===== src/rtl/fci_bus_slave.sv =====
// FPGA-side FCI link receiver: decodes forwarded Z80 strobes, collects address/data
// through the CPLD byte mux and serves each bus cycle as a valid/ready request.
module fci_bus_slave #(
  parameter int unsigned SETTLE = 2
) (
  input  logic        CLK50,
  input  logic        RST_N,
  input  logic        FRD_N,
  input  logic        FWR_N,
  input  logic        FMRQ_N,
  input  logic        FIORQ_N,
  input  logic [7:0]  FCI_I,
  output logic [7:0]  FCI_O,
  output logic        FCI_OE,
  output logic [1:0]  FCI_S,
  output logic        FDIR,
  output logic        req_valid,
  input  logic        req_ready,
  output logic [15:0] req_addr,
  output logic [7:0]  req_wdata,
  output logic        req_we,
  output logic        req_io,
  input  logic        rsp_valid,
  input  logic        rsp_hit,
  input  logic [7:0]  rsp_data,
  output logic        cyc_abort
);

  typedef enum logic [3:0] {
    IDLE, AL, AH, DAT, REQ, RSP, TURN, DRIVE, REL, DRAIN, WEND
  } state_t;

  localparam logic [2:0] LAST = 3'(SETTLE - 1);

  state_t     state;
  logic [3:0] sync1, sync2;
  logic       rd_s, wr_s, mrq_s, iorq_s;
  logic       cyc, cyc_q, rise_q;
  logic [2:0] cnt;

  always_ff @(posedge CLK50 or negedge RST_N) begin
    if (!RST_N) begin
      sync1 <= '1;
      sync2 <= '1;
    end else begin
      sync1 <= {FRD_N, FWR_N, FMRQ_N, FIORQ_N};
      sync2 <= sync1;
    end
  end

  assign {rd_s, wr_s, mrq_s, iorq_s} = sync2;
  assign cyc = (!mrq_s || !iorq_s) && (!rd_s || !wr_s);

  always_ff @(posedge CLK50 or negedge RST_N) begin
    if (!RST_N) begin
      cyc_q  <= 1'b0;
      rise_q <= 1'b0;
    end else begin
      cyc_q  <= cyc;
      rise_q <= cyc && !cyc_q;
    end
  end

  always_ff @(posedge CLK50 or negedge RST_N) begin
    if (!RST_N) begin
      state     <= IDLE;
      cnt       <= '0;
      FCI_O     <= '0;
      FCI_OE    <= 1'b0;
      FCI_S     <= '0;
      FDIR      <= 1'b1;
      req_valid <= 1'b0;
      req_addr  <= '0;
      req_wdata <= '0;
      req_we    <= 1'b0;
      req_io    <= 1'b0;
      cyc_abort <= 1'b0;
    end else begin
      cyc_abort <= 1'b0;
      case (state)
        IDLE: begin
          FDIR   <= 1'b1;
          FCI_OE <= 1'b0;
          FCI_S  <= '0;
          if (rise_q) begin
            req_we    <= !wr_s;
            req_io    <= !iorq_s;
            req_wdata <= '0;
            cnt       <= '0;
            state     <= AL;
          end
        end
        AL: begin
          if (cnt == LAST) begin
            req_addr[7:0] <= FCI_I;
            cnt           <= '0;
            FCI_S         <= 2'd1;
            state         <= AH;
          end else begin
            cnt <= cnt + 3'd1;
          end
        end
        AH: begin
          if (cnt == LAST) begin
            req_addr[15:8] <= FCI_I;
            cnt            <= '0;
            if (req_we) begin
              FCI_S <= 2'd2;
              state <= DAT;
            end else begin
              FCI_S     <= '0;
              req_valid <= 1'b1;
              state     <= REQ;
            end
          end else begin
            cnt <= cnt + 3'd1;
          end
        end
        DAT: begin
          if (cnt == LAST) begin
            req_wdata <= FCI_I;
            cnt       <= '0;
            FCI_S     <= '0;
            req_valid <= 1'b1;
            state     <= REQ;
          end else begin
            cnt <= cnt + 3'd1;
          end
        end
        REQ: begin
          if (req_ready) begin
            req_valid <= 1'b0;
            state     <= req_we ? WEND : RSP;
          end
        end
        RSP: begin
          // A response coinciding with the strobe drop is consumed, so DRAIN is skipped.
          if (!cyc) begin
            cyc_abort <= 1'b1;
            state     <= rsp_valid ? IDLE : DRAIN;
          end else if (rsp_valid) begin
            if (rsp_hit) begin
              FCI_O <= rsp_data;
              FDIR  <= 1'b0;
              state <= TURN;
            end else begin
              state <= WEND;
            end
          end
        end
        TURN: begin
          if (!cyc) begin
            cyc_abort <= 1'b1;
            FDIR      <= 1'b1;
            state     <= IDLE;
          end else begin
            FCI_OE <= 1'b1;
            state  <= DRIVE;
          end
        end
        DRIVE: begin
          if (rd_s) begin
            FCI_OE <= 1'b0;
            state  <= REL;
          end
        end
        REL: begin
          FDIR  <= 1'b1;
          FCI_O <= '0;
          state <= IDLE;
        end
        DRAIN: begin
          if (rsp_valid) state <= IDLE;
        end
        WEND: begin
          if (!cyc) state <= IDLE;
        end
        default: state <= IDLE;
      endcase
    end
  end

endmodule


===== config.mk =====
export PLATFORM = sky130hd
export DESIGN_NAME = fci_bus_slave
export DESIGN_NICKNAME = d
export VERILOG_FILES = /design/src/rtl/fci_bus_slave.sv
export SDC_FILE = /design/constraint.sdc
export NUM_CORES = 1
export LEC_CHECK = 0
export ABC_AREA = 1
export CAP_MARGIN = 20
export CORE_UTILIZATION = 45
export CTS_CLUSTER_DIAMETER = 50
export DETAILED_ROUTE_END_ITERATION = 7
export PLACE_DENSITY = 0.74
export SYNTH_ARGS = -nofsm -noshare
export SYNTH_HDL_FRONTEND = slang
export SYNTH_SLANG_ARGS = --single-unit
export TNS_END_PERCENT = 1

===== constraint.sdc =====
create_clock -name CLK50 -period 4.7 [get_ports CLK50]
set_clock_uncertainty 0.1 [all_clocks]
set_input_delay 0.94 -clock CLK50 [delete_from_list [all_inputs] [get_ports CLK50]]
set_output_delay 0.94 -clock CLK50 [all_outputs]
set_load 0.01 [all_outputs]

==> impl_metrics.json, run 1 <==
{
  "status": "finished clean",
  "worst_slew_pin_slew_ps": 790,
  "endpoint_kind": "output pin",
  "fill_cells": 484,
  "cts_resized": 0,
  "ios": 65,
  "synth_compound_area_share_pct": 11.9,
  "utilization_pct": 63.4,
  "grt_max_degree": 58,
  "die_x_um": 77.5,
  "crit_required_ps": 3660,
  "synth-adder-area-share_pct": 0,
  "grt_pass1_vias": 2007,
  "drive_gt1_share_pct": 12.2,
  "nets": 390,
  "syn-num-nets": 320,
  "synth_cell_types": 25,
  "clk_path_buf_depth": 2,
  "crit_slowest_cell": "dfstp_2",
  "avgRoutedWirePerCell_um": 12.8,
  "grt_pass1_wl_um": 9450,
  "slew-limit-headroom_pct": 47.1,
  "clock-sinks": 57,
  "cts_made_buffers": 9,
  "syn_inst": 295,
  "htree_levels": 3,
  "io_buffers": 64,
  "syn_to_final_growth_pct": 36.1,
  "hold_class": "flip-flop to flip-flop",
  "grt_setup_unrepaired": "false",
  "synth_top_family_by_area": "simple AND/OR/NAND/NOR gates",
  "crit_buf_inv": 1,
  "setup-violations-final": 0,
  "drt_iter0_drc": 96,
  "vias": 2177,
  "criticalPathCategory": "flip-flop to output pin",
  "post_cts_buffers": 0,
  "rows": 27,
  "power_w": 0.00234,
  "gp_congestion": 0.844,
  "dr.pass1.iters": 4,
  "core_area_mm2": 0.00551,
  "die_h_um": 77.5,
  "power_density_mw_per_mm2": 670,
  "synth_seq_cells": 57,
  "ant_nets": 0,
  "die_area_mm2": 0.00601,
  "leakage_nw": 1.63,
  "crit_path_max_incr_delay_ps": 530,
  "diodes": 0,
  "layout_min_cycle_time_ps": 2420,
  "grt_overflow": 0,
  "critPathLaunchType": "flip-flop",
  "synth.avg_cell_area_um2": 8.70,
  "tritoncts": "done",
  "worstPathArrival_ps": 1380,
  "ctsHoldBuffers": 0,
  "dp_hpwl_um": 4030,
  "synth_simple_gate_area_share_pct": 24.9,
  "path_cells": "clkdlybuf4s50_1",
  "avgViaCountPerCell": 4.93,
  "routed_wl_um": 5660,
  "ir_drop_mv": 0.456,
  "max_freq_ghz": 0.414,
  "clk_pin_slew_ps": 60,
  "slew_violations": 0,
  "cp_top_family": "flip-flops",
  "max_cap_viol_count": 0,
  "synthMuxAreaShare_pct": 0,
  "fin_tns_setup_ps": 0,
  "yosysSeqAreaShare_pct": 56.0,
  "start_util_pct": 46.6,
  "synth_area_mm2": 0.00257,
  "insertion_delay_ps": 330,
  "synth_xor_area_share_pct": 0,
  "antenna_found_initial": 0,
  "hold_viol_final": 0,
  "root_buffer": "clkbuf_8",
  "remaining_drc_errors": 0,
  "yosysWarnings": 0,
  "cp_max_fo": 2,
  "period_share_pct": 51.4,
  "track_usage_pct": 20.6
}
==> placed cells by master (no fill, tap or decap), drive strengths merged, types with 7 or more instances in the layout <==
master         Yosys  routed
clkdlybuf4s50      0      63
dfstp              9       9
o21ai             43      43
nand3             22      22
inv               36      36
clkbuf             2      12
nand2             81      81
nand4              9       9
dfrtp             48      48
a21oi              7       7
nor2              28      28
==> cells in the mapped netlist <==
library cell	instances	area share, %
a31oi_1	1	0.24
nand3b_1	2	0.58
inv_4	1	0.24
o21ai_0	31	6.0
nand2_4	1	0.44
clkbuf_2	1	0.19
o21ai_1	3	0.58
nand2_1	79	12
nand2_2	1	0.24
and2_1	1	0.24
clkbuf_1	1	0.15
o211ai_1	2	0.58
buf_6	2	0.88
dfrtp_1	48	47
dfstp_2	9	9.2
nand3_1	21	4.1
o21ai_2	9	3.1
nor2_1	23	3.4
buf_4	2	0.58
a21oi_1	7	1.4
nor2_4	3	1.3
nand3_2	1	0.39
nand4_1	9	2.2
inv_1	35	5.1
nor2_2	2	0.49
==> cell families after synthesis <==
logic type / count (synthesis)
buffers and inverters: 42
flip-flops: 57
AND/OR/NAND/NOR: 143
AO/OA/AOI/OAI: 53
==> power breakdown <==
part	leakage, nW	internal (W)	switching [W]
combinational	0.793	0.000461	0.000556
clock	0.123	0.000342	0.000190
sequential	0.710	0.000674	0.000119
==> per-stage QoR <==
| stage | area, um^2 | hold WS, ps | setup WS (ps) | std cells |
|---|---|---|---|---|
| 2_1_floorplan | 2570 | 245 | 2880 | 295 |
| 3_3_place_gp | 3250 | 245 | 2110 | 426 |
| 3_5_place_dp | 3250 | 247 | 2060 | 426 |
| 4_1_cts | 3490 | 257 | 2260 | 442 |
| 5_1_grt | 3490 | 264 | 2240 | 442 |
| 6_report | 3490 | 254 | 2280 | 442 |
==> area by class of cell <==
class / count / area [um^2] / share of cell area, %
clock buffer: 12 / 165 / 4.73
clock inverter: 4 / 73.8 / 2.11
inverter: 36 / 138 / 3.94
multi-input combinational: 196 / 945 / 27.1
sequential: 57 / 1440 / 41.2
tap: 72 / 90.1 / 2.58
timing repair buffer: 65 / 643 / 18.4
==> metal layers <==
metal	vias to the layer above	track usage (%)	share of wire [%]
met5	-	0	0
met2	70	30.5	44
met3	9	6.24	6.5
met4	0	7.92	1.4
li1	1094	-	-
met1	1004	28.2	48
==> registers in the layout (all words and copies together), names as in the netlist <==
| register | flops |
|---|---|
| FDIR | 1 |
| FCI_OE | 1 |
| FCI_S | 2 |
| FCI_O | 8 |
| cnt | 3 |
| req_wdata | 8 |
| req_we | 1 |
| cyc_q | 1 |
| req_addr | 16 |
| sync1 | 4 |
| state | 4 |
| cyc_abort | 1 |
| req_valid | 1 |
| sync2 | 4 |
| req_io | 1 |
| rise_q | 1 |
==> worst paths after layout <==
kind | start | end | depth (start not counted) | slack [ps]
setup / recovery | FDIR | FDIR | 1 | 2280
hold / removal | sync1[3] | sync2[3] | 0 | 250
setup reg to reg | state[2] | FCI_O[0] | 6 | 2460
hold reg to reg | sync1[3] | sync2[3] | 0 | 250
max in group asynchronous | RST_N | FCI_O[4] | 2 | 3400
min in group asynchronous | RST_N | cnt[1] | 2 | 640
Power figures use the tool's default switching activity.
==> run 2: changes to the inputs <==
==> constraint.sdc (replaced) <==
create_clock -name CLK50 -period 2.24 [get_ports CLK50]
set_clock_uncertainty 0.1 [all_clocks]
set_input_delay 0.448 -clock CLK50 [delete_from_list [all_inputs] [get_ports CLK50]]
set_output_delay 0.448 -clock CLK50 [all_outputs]
set_load 0.01 [all_outputs]
==> impl_metrics.json, run 2 (same netlist as run 1, synthesis figures left out) <==
{
  "status": "finished clean",
  "htree_levels": 3,
  "leakage_nw": 1.63,
  "cts_made_buffers": 9,
  "max_cap_viol_count": 0,
  "dp_hpwl_um": 4210,
  "cts_resized": 0,
  "worstPathArrival_ps": 1380,
  "antenna_found_initial": 0,
  "final_common_cell": "nand2_1",
  "path_cells": "clkdlybuf4s50_1",
  "gp_congestion": 0.867,
  "power_density_mw_per_mm2": 1400,
  "pre_cts_ws_ps": 270,
  "cp_top_family": "flip-flops",
  "avgViaCountPerCell": 5.03,
  "grt_max_degree": 58,
  "vias": 2240,
  "worst_slew_pin_slew_ps": 483,
  "grt_pass1_wl_um": 10000,
  "ir_drop_mv": 0.777,
  "tritoncts": "done",
  "core_area_mm2": 0.00551,
  "fill_cells": 472,
  "largest_reg_flops": 16,
  "die_area_mm2": 0.00601,
  "avgRoutedWirePerCell_um": 13.2,
  "utilization_pct": 63.6,
  "die_h_um": 77.5,
  "critPathLaunchType": "flip-flop",
  "remaining_drc_errors": 0,
  "crit_required_ps": 1690,
  "start_util_pct": 46.6,
  "post_cts_buffers": 0,
  "ios": 65,
  "root_buffer": "clkbuf_8",
  "fin_tns_setup_ps": 0,
  "die_x_um": 77.5,
  "ctsHoldBuffers": 0,
  "reg2regPathDepth": 9,
  "hold_viol_final": 0,
  "crit_path_max_incr_delay_ps": 530,
  "crit_slowest_cell": "dfstp_2",
  "ant_nets": 0,
  "drive_gt1_share_pct": 12.1,
  "clk_pin_slew_ps": 70,
  "crit_buf_inv": 1,
  "nets": 393,
  "track_usage_pct": 21.7,
  "grt_pass1_vias": 2058,
  "hold_class": "primary input to asynchronous set/reset pin",
  "layout_min_cycle_time_ps": 1930,
  "period_share_pct": 86.1,
  "grt_setup_unrepaired": "false",
  "dr.pass1.iters": 4,
  "finalWorstSetupSlack_ps": 311,
  "top_register": "req_addr",
  "io_buffers": 64,
  "diodes": 0,
  "path_depth": 1,
  "slew_violations": 0,
  "endpoint_kind": "output pin",
  "syn_to_final_growth_pct": 36.5,
  "drt_iter0_drc": 165,
  "max_freq_ghz": 0.518,
  "setup-violations-final": 0,
  "rows": 27,
  "cp_max_fo": 2,
  "routed_wl_um": 5890,
  "criticalPathCategory": "flip-flop to output pin",
  "clk_path_buf_depth": 2,
  "final_cell_mix": "79 x nand2_1, 63 x clkdlybuf4s50_1, 48 x dfrtp_1",
  "insertion_delay_ps": 330,
  "top_regs": "req_addr x16, FCI_O x8, req_wdata x8",
  "slew-limit-headroom_pct": 67.7,
  "clock-sinks": 57,
  "grt_overflow": 0
}
run 2: cell type report:
type                       count  area [um^2]  area share [%]
sequential                    57         1440            41.1
tap                           72         90.1            2.57
clock inverter                 3         65.1            1.86
clock buffer                  13          149            4.25
timing repair buffer          68          678            19.4
multi-input combinational    196          945            27.0
inverter                      36          138            3.93
run 2: worst paths after layout:
path | start | end | slack, ps
max | FDIR | FDIR | 310
min | RST_N | cnt[0] | 1
max reg2reg | sync2[3] | state[0] | 400
min reg2reg | sync1[3] | sync2[3] | 260
max in group asynchronous | RST_N | FDIR | 1740
min in group CLK50 | sync1[3] | sync2[3] | 260
run 2: report_power, final:
part / leakage [nW] / switching, W / internal, W / total [W]
logic: 0.812 / 0.00119 / 0.000994 / 0.00218
registers: 0.710 / 0.000258 / 0.00141 / 0.00167
clock network: 0.108 / 0.000387 / 0.000656 / 0.00104
total: 1.63 / 0.00184 / 0.00306 / 0.00490
run 2: per-stage QoR:
stage	cells	hold slack [ps]	power, W	instance area (um^2)
after floorplan	295	52.4	0.00291	2570
after global placement	429	246	0.00382	3290
after detailed placement	429	247	0.00387	3290
after CTS	445	17.2	0.00493	3500
after global routing	445	29.2	0.00526	3500
final	445	0.966	0.00490	3500
run 2: per-layer routing:
layer	track usage, %	routed length [um]
met5	0	0
met1	31.2	2830
met3	6.00	377
met4	7.92	85
met2	31.2	2600
run 2: worst reg2reg max path: cells and delay by family (launching register included):
kind / cells / cell delay, ps
flops: 1 / 540
simple gates: 9 / 1100
